## src/rtl/vfifo_burst_scheduler.sv

```systemverilog
// vfifo_burst_scheduler: external-memory burst sequencer for the AXI4-Stream virtual FIFO.
// Define VFIFO_FLUSH_EN to enable the idle-timeout flush of partial write bursts.
module vfifo_burst_scheduler #(
    parameter int          TDATA_BYTES  = 8,
    parameter int          ADDR_WIDTH   = 32,
    parameter logic [63:0] BASE_ADDR    = 64'd0,
    parameter int          DEPTH_BEATS  = 4096,
    parameter int          BURST_LEN    = 16,
    parameter int          FIFO_DEPTH   = 64,
    parameter int          FLUSH_CYCLES = 64,
    localparam int         CW = $clog2(FIFO_DEPTH + 1),
    localparam int         LW = $clog2(DEPTH_BEATS + 1)
) (
    input  logic                  aclk,
    input  logic                  aresetn,
    input  logic [CW-1:0]         in_count,
    input  logic                  in_pop,
    input  logic [CW-1:0]         out_free,
    input  logic                  out_push,
    output logic                  cmd_valid,
    input  logic                  cmd_ready,
    output logic                  cmd_write,
    output logic [ADDR_WIDTH-1:0] cmd_addr,
    output logic [7:0]            cmd_len,
    input  logic                  wr_done,
    input  logic [8:0]            wr_done_beats,
    output logic [LW-1:0]         mem_level,
    output logic                  mem_empty
);

    localparam int                    PW      = $clog2(DEPTH_BEATS);
    localparam logic [31:0]           LP_BL   = 32'(BURST_LEN);
    localparam logic [31:0]           LP_DEP  = 32'(DEPTH_BEATS);
    localparam logic [ADDR_WIDTH-1:0] LP_BASE = BASE_ADDR[ADDR_WIDTH-1:0];

    typedef enum logic {S_IDLE, S_ISSUE} state_t;

    state_t          r_state;
    logic            r_last_wr;
    logic [PW-1:0]   r_wr_ptr;
    logic [PW-1:0]   r_rd_ptr;
    logic [LW-1:0]   r_mem_alloc;
    logic [LW-1:0]   r_mem_avail;
    logic [CW-1:0]   r_wr_pend;
    logic [CW-1:0]   r_rd_pend;

    logic [31:0]     w_wr_bnd;
    logic [31:0]     w_rd_bnd;
    logic [31:0]     w_wr_avail;
    logic [31:0]     w_wr_space;
    logic [31:0]     w_wr_len;
    logic [31:0]     w_rd_len;
    logic [31:0]     w_out_room;
    logic [31:0]     w_len;
    logic [PW-1:0]   w_ptr_sel;
    logic            w_full_ok;
    logic            w_flush_ok;
    logic            w_wr_elig;
    logic            w_rd_elig;
    logic            w_pick_wr;
    logic            w_load_wr;
    logic            w_load_rd;
    logic            w_flush_hit;

    // Increment/decrement netting that clamps at zero
    function automatic logic [31:0] f_net(input logic [31:0] cur,
                                          input logic [31:0] inc,
                                          input logic [31:0] dec);
        logic [31:0] sum;
        sum = cur + inc;
        return (sum < dec) ? 32'd0 : sum - dec;
    endfunction

    // Eligibility, burst length and round-robin grant for the next command
    always_comb begin
        w_wr_bnd   = LP_BL - (32'(r_wr_ptr) % LP_BL);
        w_rd_bnd   = LP_BL - (32'(r_rd_ptr) % LP_BL);
        w_wr_avail = (in_count > r_wr_pend) ? 32'(in_count) - 32'(r_wr_pend) : 32'd0;
        w_wr_space = LP_DEP - 32'(r_mem_alloc);
        w_out_room = (out_free > r_rd_pend) ? 32'(out_free) - 32'(r_rd_pend) : 32'd0;
        w_full_ok  = (w_wr_avail >= w_wr_bnd) && (w_wr_space >= w_wr_bnd);
        w_flush_ok = w_flush_hit && (w_wr_avail != 32'd0) &&
                     (w_wr_avail < w_wr_bnd) && (w_wr_space >= w_wr_avail);
        w_wr_elig  = w_full_ok || w_flush_ok;
        w_wr_len   = w_full_ok ? w_wr_bnd : w_wr_avail;
        w_rd_len   = (32'(r_mem_avail) < w_rd_bnd) ? 32'(r_mem_avail) : w_rd_bnd;
        w_rd_elig  = (r_mem_avail != '0) && (w_out_room >= w_rd_len);
        w_pick_wr  = w_wr_elig && (!w_rd_elig || !r_last_wr);
        w_load_wr  = (r_state == S_IDLE) && w_pick_wr;
        w_load_rd  = (r_state == S_IDLE) && w_rd_elig && !w_pick_wr;
        w_len      = w_load_wr ? w_wr_len : w_rd_len;
        w_ptr_sel  = w_load_wr ? r_wr_ptr : r_rd_ptr;
    end

`ifdef VFIFO_FLUSH_EN
    localparam int TW = $clog2(FLUSH_CYCLES + 2);

    logic [TW-1:0] r_flush_tmr;
    logic          w_flush_cond;

    assign w_flush_cond = (w_wr_avail != 32'd0) && (w_wr_avail < w_wr_bnd);
    assign w_flush_hit  = (32'(r_flush_tmr) >= 32'(FLUSH_CYCLES));

    // Idle timer for a stranded sub-burst tail; saturates at the timeout
    always_ff @(posedge aclk or negedge aresetn) begin
        if (!aresetn) begin
            r_flush_tmr <= '0;
        end else if (w_load_wr || !w_flush_cond) begin
            r_flush_tmr <= '0;
        end else if (!w_flush_hit) begin
            r_flush_tmr <= r_flush_tmr + 1'b1;
        end
    end
`else
    // No timer: a timeout can never be negative, so flush never fires
    assign w_flush_hit = (FLUSH_CYCLES < 0);
`endif

    // Command FSM with registered payload held stable until accepted
    always_ff @(posedge aclk or negedge aresetn) begin
        if (!aresetn) begin
            r_state   <= S_IDLE;
            r_last_wr <= 1'b0;
            cmd_valid <= 1'b0;
            cmd_write <= 1'b0;
            cmd_addr  <= LP_BASE;
            cmd_len   <= 8'd0;
        end else begin
            unique case (r_state)
                S_IDLE: begin
                    if (w_load_wr || w_load_rd) begin
                        r_state   <= S_ISSUE;
                        r_last_wr <= w_load_wr;
                        cmd_valid <= 1'b1;
                        cmd_write <= w_load_wr;
                        cmd_addr  <= LP_BASE +
                                     ADDR_WIDTH'(32'(w_ptr_sel) * 32'(TDATA_BYTES));
                        cmd_len   <= 8'(w_len - 32'd1);
                    end
                end
                S_ISSUE: begin
                    if (cmd_ready) begin
                        r_state   <= S_IDLE;
                        cmd_valid <= 1'b0;
                    end
                end
            endcase
        end
    end

    // Pointers advance by the burst length when a command is loaded
    always_ff @(posedge aclk or negedge aresetn) begin
        if (!aresetn) begin
            r_wr_ptr <= '0;
            r_rd_ptr <= '0;
        end else begin
            if (w_load_wr) r_wr_ptr <= PW'(32'(r_wr_ptr) + w_len);
            if (w_load_rd) r_rd_ptr <= PW'(32'(r_rd_ptr) + w_len);
        end
    end

    // Occupancy and in-flight counters with same-cycle netting
    always_ff @(posedge aclk or negedge aresetn) begin
        if (!aresetn) begin
            r_mem_alloc <= '0;
            r_mem_avail <= '0;
            r_wr_pend   <= '0;
            r_rd_pend   <= '0;
        end else begin
            r_mem_alloc <= LW'(f_net(32'(r_mem_alloc),
                                     w_load_wr ? w_len : 32'd0,
                                     {31'd0, out_push}));
            r_mem_avail <= LW'(f_net(32'(r_mem_avail),
                                     wr_done ? 32'(wr_done_beats) : 32'd0,
                                     w_load_rd ? w_len : 32'd0));
            r_wr_pend   <= CW'(f_net(32'(r_wr_pend),
                                     w_load_wr ? w_len : 32'd0,
                                     {31'd0, in_pop}));
            r_rd_pend   <= CW'(f_net(32'(r_rd_pend),
                                     w_load_rd ? w_len : 32'd0,
                                     {31'd0, out_push}));
        end
    end

    assign mem_level = r_mem_alloc;
    assign mem_empty = (r_mem_alloc == '0) && (r_state == S_IDLE);

endmodule
```

## config.mk

```make
export PLATFORM = sky130hd
export DESIGN_NAME = vfifo_burst_scheduler
export DESIGN_NICKNAME = d
export VERILOG_FILES = /design/src/rtl/vfifo_burst_scheduler.sv
export SDC_FILE = /design/constraint.sdc
export NUM_CORES = 1
export LEC_CHECK = 0
export CAP_MARGIN = 0
export CORE_MARGIN = 4
export CORE_UTILIZATION = 25
export DETAILED_ROUTE_END_ITERATION = 16
export GPL_TIMING_DRIVEN = 0
export RECOVER_POWER = 25
export SYNTH_ARGS = -nofsm -noshare
export SYNTH_HDL_FRONTEND = slang
export SYNTH_SLANG_ARGS = --single-unit
export TNS_END_PERCENT = 20
```

## constraint.sdc

```tcl
create_clock -name aclk -period 15.3 [get_ports aclk]
set_input_delay 2.295 -clock aclk [delete_from_list [all_inputs] [get_ports aclk]]
set_output_delay 2.295 -clock aclk [all_outputs]
set_load 0.02 [all_outputs]
```

==> impl_metrics.yaml, run 1 <==
final_layout:
  syn_to_final_growth_pct: 20.0
  drive_gt1_share_pct: 7.21
  layout.nets: 1387
  nFillCells: 3748
  final_cells: 1696
  n_antenna_cell: 0
critical_path:
  cpPeakStageDelay_ns: 0.54
  path_class: "in -> reg"
  crit_fanout: 10
  worstRegToRegCells: 38
  slowest_stage: "a21oi_1"
  r2r_start: "r_rd_pend[0]$_DFF_PN0_"
  end_kind: "register"
  rrSetupSlack_ns: 6.34
  start_kind: "primary input"
  r2r-end: "mem_level[9]$_DFF_PN0_"
  crit_arrival_ns: 11.29
  crit_required_ns: 15.55
  cp_common_cell: "a21oi_1"
clock_tree:
  numCtsBuffers: 9
  cts-root-buf: "clkbuf_16"
  clkTransAtPathRegs_ns: 0.07
  clk_latency_ns: 0.35
  cts_tree: "yes"
  cts_setup_buffers: 0
  cts_buffer_depth: 2
  ctsHtreeMaxLevel: 3
  hold_buffers: 0
  cts.sinks: 87
  cts_resized: 0
grt:
  antenna_found_initial: 0
  grt_overflow: 0
  grt_pass1_vias: 7797
  grt_max_degree: 57
  grt_pass1_wl_mm: 38.5
  grt_usage_pct: 11.9
floorplanning:
  core_area_um2: 35700
  start_util_pct: 25.3
  ios: 85
  chipWidth_um: 198
  die_y_um: 198
  rows: 69
  dieArea_um2: 39300
logic_synthesis:
  synthDistinctLibCells: 81
  ys_seq_area_share_pct: 24.1
  ys_seq_elements: 87
  synth_area_per_cell_um2: 8.34
  async_flop_share_pct: 100
  yosysTopAreaCell: "dfrtp_1"
  synth_area_leaders: "dfrtp_1 24%, ha_1 17%, xnor2_1 6.0%"
  syn-cell-area_um2: 9040
  synth-edff-count: 0
  synth_ff_type: "dfrtp_1"
  yosysWarnings: 0
  postSynthCellCount: 1083
  yosys.area.top_type_share_pct: 24.1
sta:
  fin_skew_ns: 0.0125
  period_needed_ns: 11.04
  fin_crit_sh_pct: 72.2
  rsz0062_at_grt: "false"
  worst_slew_pin_slew_ns: 3.12
  hold_ws_ns: 0.470
  setup_viol: 0
  timing.final.ws_setup_ns: 4.26
  clock.fmax_mhz: 90.6
  relSlewSlack_pct: -108
  hold_violations: 0
  setup_tns_ns: 0
  slew_violations: 90
detailed_routing:
  dr.pass1.iters: 6
  first_iter_violations: 447
  via_per_inst: 4.64
  num_vias: 7866
  wirelength_mm: 23.0
  wl_per_cell_um: 13.6
  ant_nets: 0
  drc: 0
placement:
  dp_cells: 1680
  routabilityCongestion: 0.836
  place_ws_ns: 3.81
  portBuffers: 64
  dp_hpwl_mm: 18.5
pwr:
  p_sw_mw: 1.28
  swShare_pct: 51.3
  clkPwrFrac_pct: 9.9
  irDropWorstVdd_v: 0.0000918
  cellLeakagePower_nw: 4.91
  pwr-share-seq_pct: 17.2
  p_int_mw: 1.21
  cellPowerDensity_nw_per_um2: 229
  power.share.combinational_pct: 72.9
flow_run:
  maxCapViolCount: 2
worst_hold_path:
  hold_start: "r_rd_ptr[11]$_DFFE_PN0N_"
  holdPathStages: 1
  hold_path_end: "r_rd_ptr[11]$_DFFE_PN0N_"
  hold_class: "reg -> reg"
outcome:
  violations: "max-capacitance violations, max-slew violations"
  status: "complete, but fails checks"
==> logic make-up (layout without fill, tap and decap cells) <==
logic type	after synthesis	after routing	share of synthesized area, %
multiplexers	16	16	1.95
other	2	73	0.0831
AO/OA/AOI/OAI	265	265	18.8
XOR/XNOR	90	90	8.81
buffers and inverters	151	232	7.37
adder cells (fa/ha/maj)	135	135	19.1
AND/OR/NAND/NOR	337	337	19.8
flip-flops	87	87	24.1
==> power groups by stage <==
stage / clock network, mW / registers, mW / logic (mW)
2_1_floorplan: 0 / 0.454 / 1.31
3_3_place_gp: 0 / 0.433 / 1.77
3_5_place_dp: 0 / 0.433 / 1.81
4_1_cts: 0.253 / 0.430 / 1.82
5_1_grt: 0.264 / 0.444 / 2.05
6_report: 0.246 / 0.429 / 1.81
==> area by class of cell <==
type                       count  area, um2  area share, %
multi-input combinational    916       6460           59.6
sequential                    87       2180           20.1
timing repair buffer          65        638           5.89
tap                          461        577           5.32
inverter                      97        364           3.36
buffer                        54        302           2.78
clock buffer                  10        229           2.11
clock inverter                 6       93.8          0.866
==> how the worst max path moves through the flow <==
stage / end / slack, ns / startpoint / cells past startpoint
3_3_place_gp: mem_level[5]$_DFF_PN0_ / 4.02 / out_free[0] / 40
6_report: mem_level[9]$_DFF_PN0_ / 4.26 / out_free[0] / 40
2_1_floorplan: mem_level[3]$_DFF_PN0_ / 5.90 / out_free[0] / 39
5_1_grt: mem_level[9]$_DFF_PN0_ / 3.44 / out_free[0] / 40
4_1_cts: mem_level[9]$_DFF_PN0_ / 4.16 / out_free[0] / 40
3_5_place_dp: mem_level[9]$_DFF_PN0_ / 3.81 / out_free[0] / 40
==> cells in the final DEF (no fill, tap or decap), drive strengths merged, types with 6 or more instances in the layout <==
cell / Yosys / routed
or2: 8 / 8
nand3: 17 / 17
a21oi: 78 / 78
a211o: 6 / 6
xor2: 27 / 27
maj3: 7 / 7
nand2: 66 / 66
nor2: 112 / 112
a21o: 13 / 13
and2: 15 / 15
o21bai: 19 / 19
o21a: 9 / 9
dfrtp: 87 / 87
nor3b: 7 / 7
nor3: 23 / 23
ha: 121 / 121
nor2b: 19 / 19
mux2i: 6 / 6
o22ai: 17 / 17
nand4: 11 / 11
a31oi: 15 / 15
nor4: 8 / 8
clkdlybuf4s50: 0 / 63
xnor2: 63 / 63
inv: 95 / 96
and3: 12 / 12
mux2: 10 / 10
conb: 2 / 73
a211oi: 6 / 6
nand2b: 12 / 12
o21ai: 65 / 65
clkbuf: 25 / 37
buf: 29 / 29
fa: 7 / 7
==> flip-flops by register name, summed over array words and instances (netlist names), 7 cells and up <==
| register | count |
|---|---|
| cmd_addr | 12 |
| r_mem_avail | 13 |
| r_rd_ptr | 12 |
| mem_level | 13 |
| r_rd_pend | 7 |
| r_wr_pend | 7 |
| cmd_len | 8 |
| r_wr_ptr | 12 |
==> cells in the mapped netlist, drive strengths merged, types with 10 or more instances <==
library cell / n
a21o: 13
a21oi: 78
a31oi: 15
and2: 15
and3: 12
buf: 29
clkbuf: 25
dfrtp: 87
ha: 121
inv: 95
mux2: 10
nand2: 66
nand2b: 12
nand3: 17
nand4: 11
nor2: 112
nor2b: 19
nor3: 23
o21ai: 65
o21bai: 19
o22ai: 17
xnor2: 63
xor2: 27
==> worst max-delay path, delay by kind of cell <==
family	cells	cell delay [ns]
AND/OR/NAND/NOR	12	1.45
buffers and inverters	7	1.90
AO/OA/AOI/OAI	13	3.14
adder cells (fa/ha/maj)	8	2.50
==> layer usage <==
metal  track usage [%]  part of all wire (%)  up-vias
met1              15.9                    47     3684
met2              20.4                    48      142
met3              2.31                   4.1       16
met5                 0                     0        -
li1                  -                     -     4024
met4              1.84                  0.85        0
==> through the flow <==
step | total power, mW | instance area (um2) | utilization [%]
2_1_floorplan | 1.77 | 9300 | -
3_3_place_gp | 2.21 | 10500 | 29.5
4_1_cts | 2.50 | 10900 | 30.5
3_5_place_dp | 2.24 | 10500 | 29.6
6_report | 2.49 | 10800 | 30.4
5_1_grt | 2.76 | 10800 | 30.4
Power figures use the tool's default switching activity.
==> run 2: changes to the inputs <==
==> constraint.sdc (replaced) <==
create_clock -name aclk -period 10.8 [get_ports aclk]
set_input_delay 1.62 -clock aclk [delete_from_list [all_inputs] [get_ports aclk]]
set_output_delay 1.62 -clock aclk [all_outputs]
set_load 0.02 [all_outputs]
==> impl_metrics.yaml, run 2 (same netlist as run 1, synthesis figures left out) <==
detailed_routing:
  ant_nets: 0
  via_per_inst: 4.65
  wirelength_mm: 23.1
  first_iter_violations: 496
  wl_per_cell_um: 13.6
  num_vias: 7878
  drc: 0
  dr.pass1.iters: 5
floorplanning:
  chipWidth_um: 198
  rows: 69
  ios: 85
  dieArea_um2: 39300
  die_y_um: 198
  start_util_pct: 25.3
  core_area_um2: 35700
clock_tree:
  clk_latency_ns: 0.35
  clkTransAtPathRegs_ns: 0.07
  cts-root-buf: "clkbuf_16"
  hold_buffers: 0
  cts_tree: "yes"
  cts_buffer_depth: 2
  cts_resized: 0
  cts_setup_buffers: 0
  numCtsBuffers: 9
  cts.sinks: 87
  ctsHtreeMaxLevel: 3
critical_path:
  cpPeakStageDelay_ns: 0.42
  crit_arrival_ns: 10.25
  worstRegToRegCells: 37
  cp_common_cell: "a21oi_1"
  end_kind: "register"
  start_kind: "primary input"
  crit_required_ns: 11.05
  slowest_stage: "buf_1"
  path_class: "in -> reg"
  crit_fanout: 10
sta:
  clock.fmax_mhz: 100
  setup_viol: 0
  period_needed_ns: 10.00
  worst_slew_pin_slew_ns: 3.14
  rsz0062_at_grt: "false"
  fin_skew_ns: 0.0116
  relSlewSlack_pct: -109
  hold_violations: 0
  fin_crit_sh_pct: 92.6
  slew_violations: 90
grt:
  grt_max_degree: 57
  grt_pass1_wl_mm: 38.5
  antenna_found_initial: 0
  grt_pass1_vias: 7797
  grt_overflow: 0
  grt_usage_pct: 11.9
final_layout:
  layout_commonest_cell: "ha_1"
  mostFrequentLayoutCells: "121 x ha_1, 101 x nor2_1, 95 x inv_1, 87 x dfrtp_1, 77 x a21oi_1"
  syn_to_final_growth_pct: 20.1
  finalInstanceArea_um2: 10900
  drive_gt1_share_pct: 7.37
  n_antenna_cell: 0
  layout.nets: 1387
  post-route-util_pct: 30.4
pwr:
  swShare_pct: 51.4
  pwr-share-seq_pct: 17.2
  p_int_mw: 1.72
  cellLeakagePower_nw: 4.91
  power.share.combinational_pct: 72.9
  p_sw_mw: 1.82
  clkPwrFrac_pct: 9.9
  power_mw: 3.54
  cellPowerDensity_nw_per_um2: 326
  irDropWorstVdd_v: 0.000132
worst_hold_path:
  hold_class: "reg -> reg"
  holdPathStages: 1
placement:
  dp_hpwl_mm: 18.5
  dpl_cell_area_um2: 10500
  portBuffers: 64
  routabilityCongestion: 0.836
outcome:
  violations: "max-capacitance violations, max-slew violations"
  status: "complete, but fails checks"
flow_run:
  maxCapViolCount: 2
run 2: cell counts in the layout (fill, tap and decap cells not counted):
Identical to the previous run, type by type.
run 2: layout make-up:
cell class	count	area (um2)
fillers	3748	24800
clock inverters	6	93.8
plain buffers	54	302
inverters	97	364
multi-input cells	916	6470
well taps	461	577
clock buffers	10	229
repair buffers	65	638
flip-flops and latches	87	2180
run 2: worst paths after layout:
| path | startpoint | endpoint | slack [ns] |
|---|---|---|---|
| setup / recovery | out_free[0] | mem_level[9]$_DFF_PN0_ | 0.80 |
| min in group asynchronous | aresetn | cmd_addr[3]$_DFFE_PN0P_ | 1.80 |
| hold reg to reg | r_rd_ptr[11]$_DFFE_PN0N_ | r_rd_ptr[11]$_DFFE_PN0N_ | 0.47 |
| setup reg to reg | r_rd_ptr[1]$_DFFE_PN0N_ | mem_level[9]$_DFF_PN0_ | 2.10 |
| max in group asynchronous | aresetn | r_wr_pend[2]$_DFF_PN0_ | 5.24 |
| hold / removal | r_rd_ptr[11]$_DFFE_PN0N_ | r_rd_ptr[11]$_DFFE_PN0N_ | 0.47 |
run 2: worst max-delay path, delay by kind of cell:
family / cells / cell delay, ns
AO/OA/AOI/OAI: 13 / 2.77
adder cells (fa/ha/maj): 8 / 2.49
buffers and inverters: 7 / 1.89
AND/OR/NAND/NOR: 12 / 1.45
run 2: per-stage QoR:
step	worst slack [ns]	cells	hold WS (ns)	setup TNS, ns
floorplan	2.08	1154	0.442	0
global placement	0.191	1679	0.456	0
detailed placement	-0.0179	1680	0.458	-0.0733
CTS	0.340	1696	0.471	0
global route	0.0590	1696	0.490	0
finish	0.796	1696	0.469	0
run 2: layer usage:
metal | track usage [%] | vias to the layer above | share of wire [%]
met5 | 0 | - | 0
met4 | 1.84 | 0 | 0.88
met3 | 2.31 | 19 | 4.5
met2 | 20.4 | 163 | 48
met1 | 15.9 | 3675 | 47
li1 | - | 4021 | -
run 2: power by group through the flow:
stage | combinational (mW) | sequential, mW | clock (mW)
3_5_place_dp | 2.56 | 0.613 | 0
2_1_floorplan | 1.86 | 0.643 | 0
3_3_place_gp | 2.51 | 0.613 | 0
5_1_grt | 2.91 | 0.630 | 0.374
6_report | 2.58 | 0.608 | 0.350
4_1_cts | 2.58 | 0.609 | 0.359
==> run 3: changes to the inputs <==
--- a/config.mk
+++ b/config.mk
@@ -8,6 +8,7 @@
 export CAP_MARGIN = 0
 export CORE_MARGIN = 4
 export CORE_UTILIZATION = 25
+export CTS_CLUSTER_DIAMETER = 30
 export DETAILED_ROUTE_END_ITERATION = 16
 export GPL_TIMING_DRIVEN = 0
 export RECOVER_POWER = 25
==> results of run 3 <==
The final DEF is identical to that of run 2; final timing and power are the same.
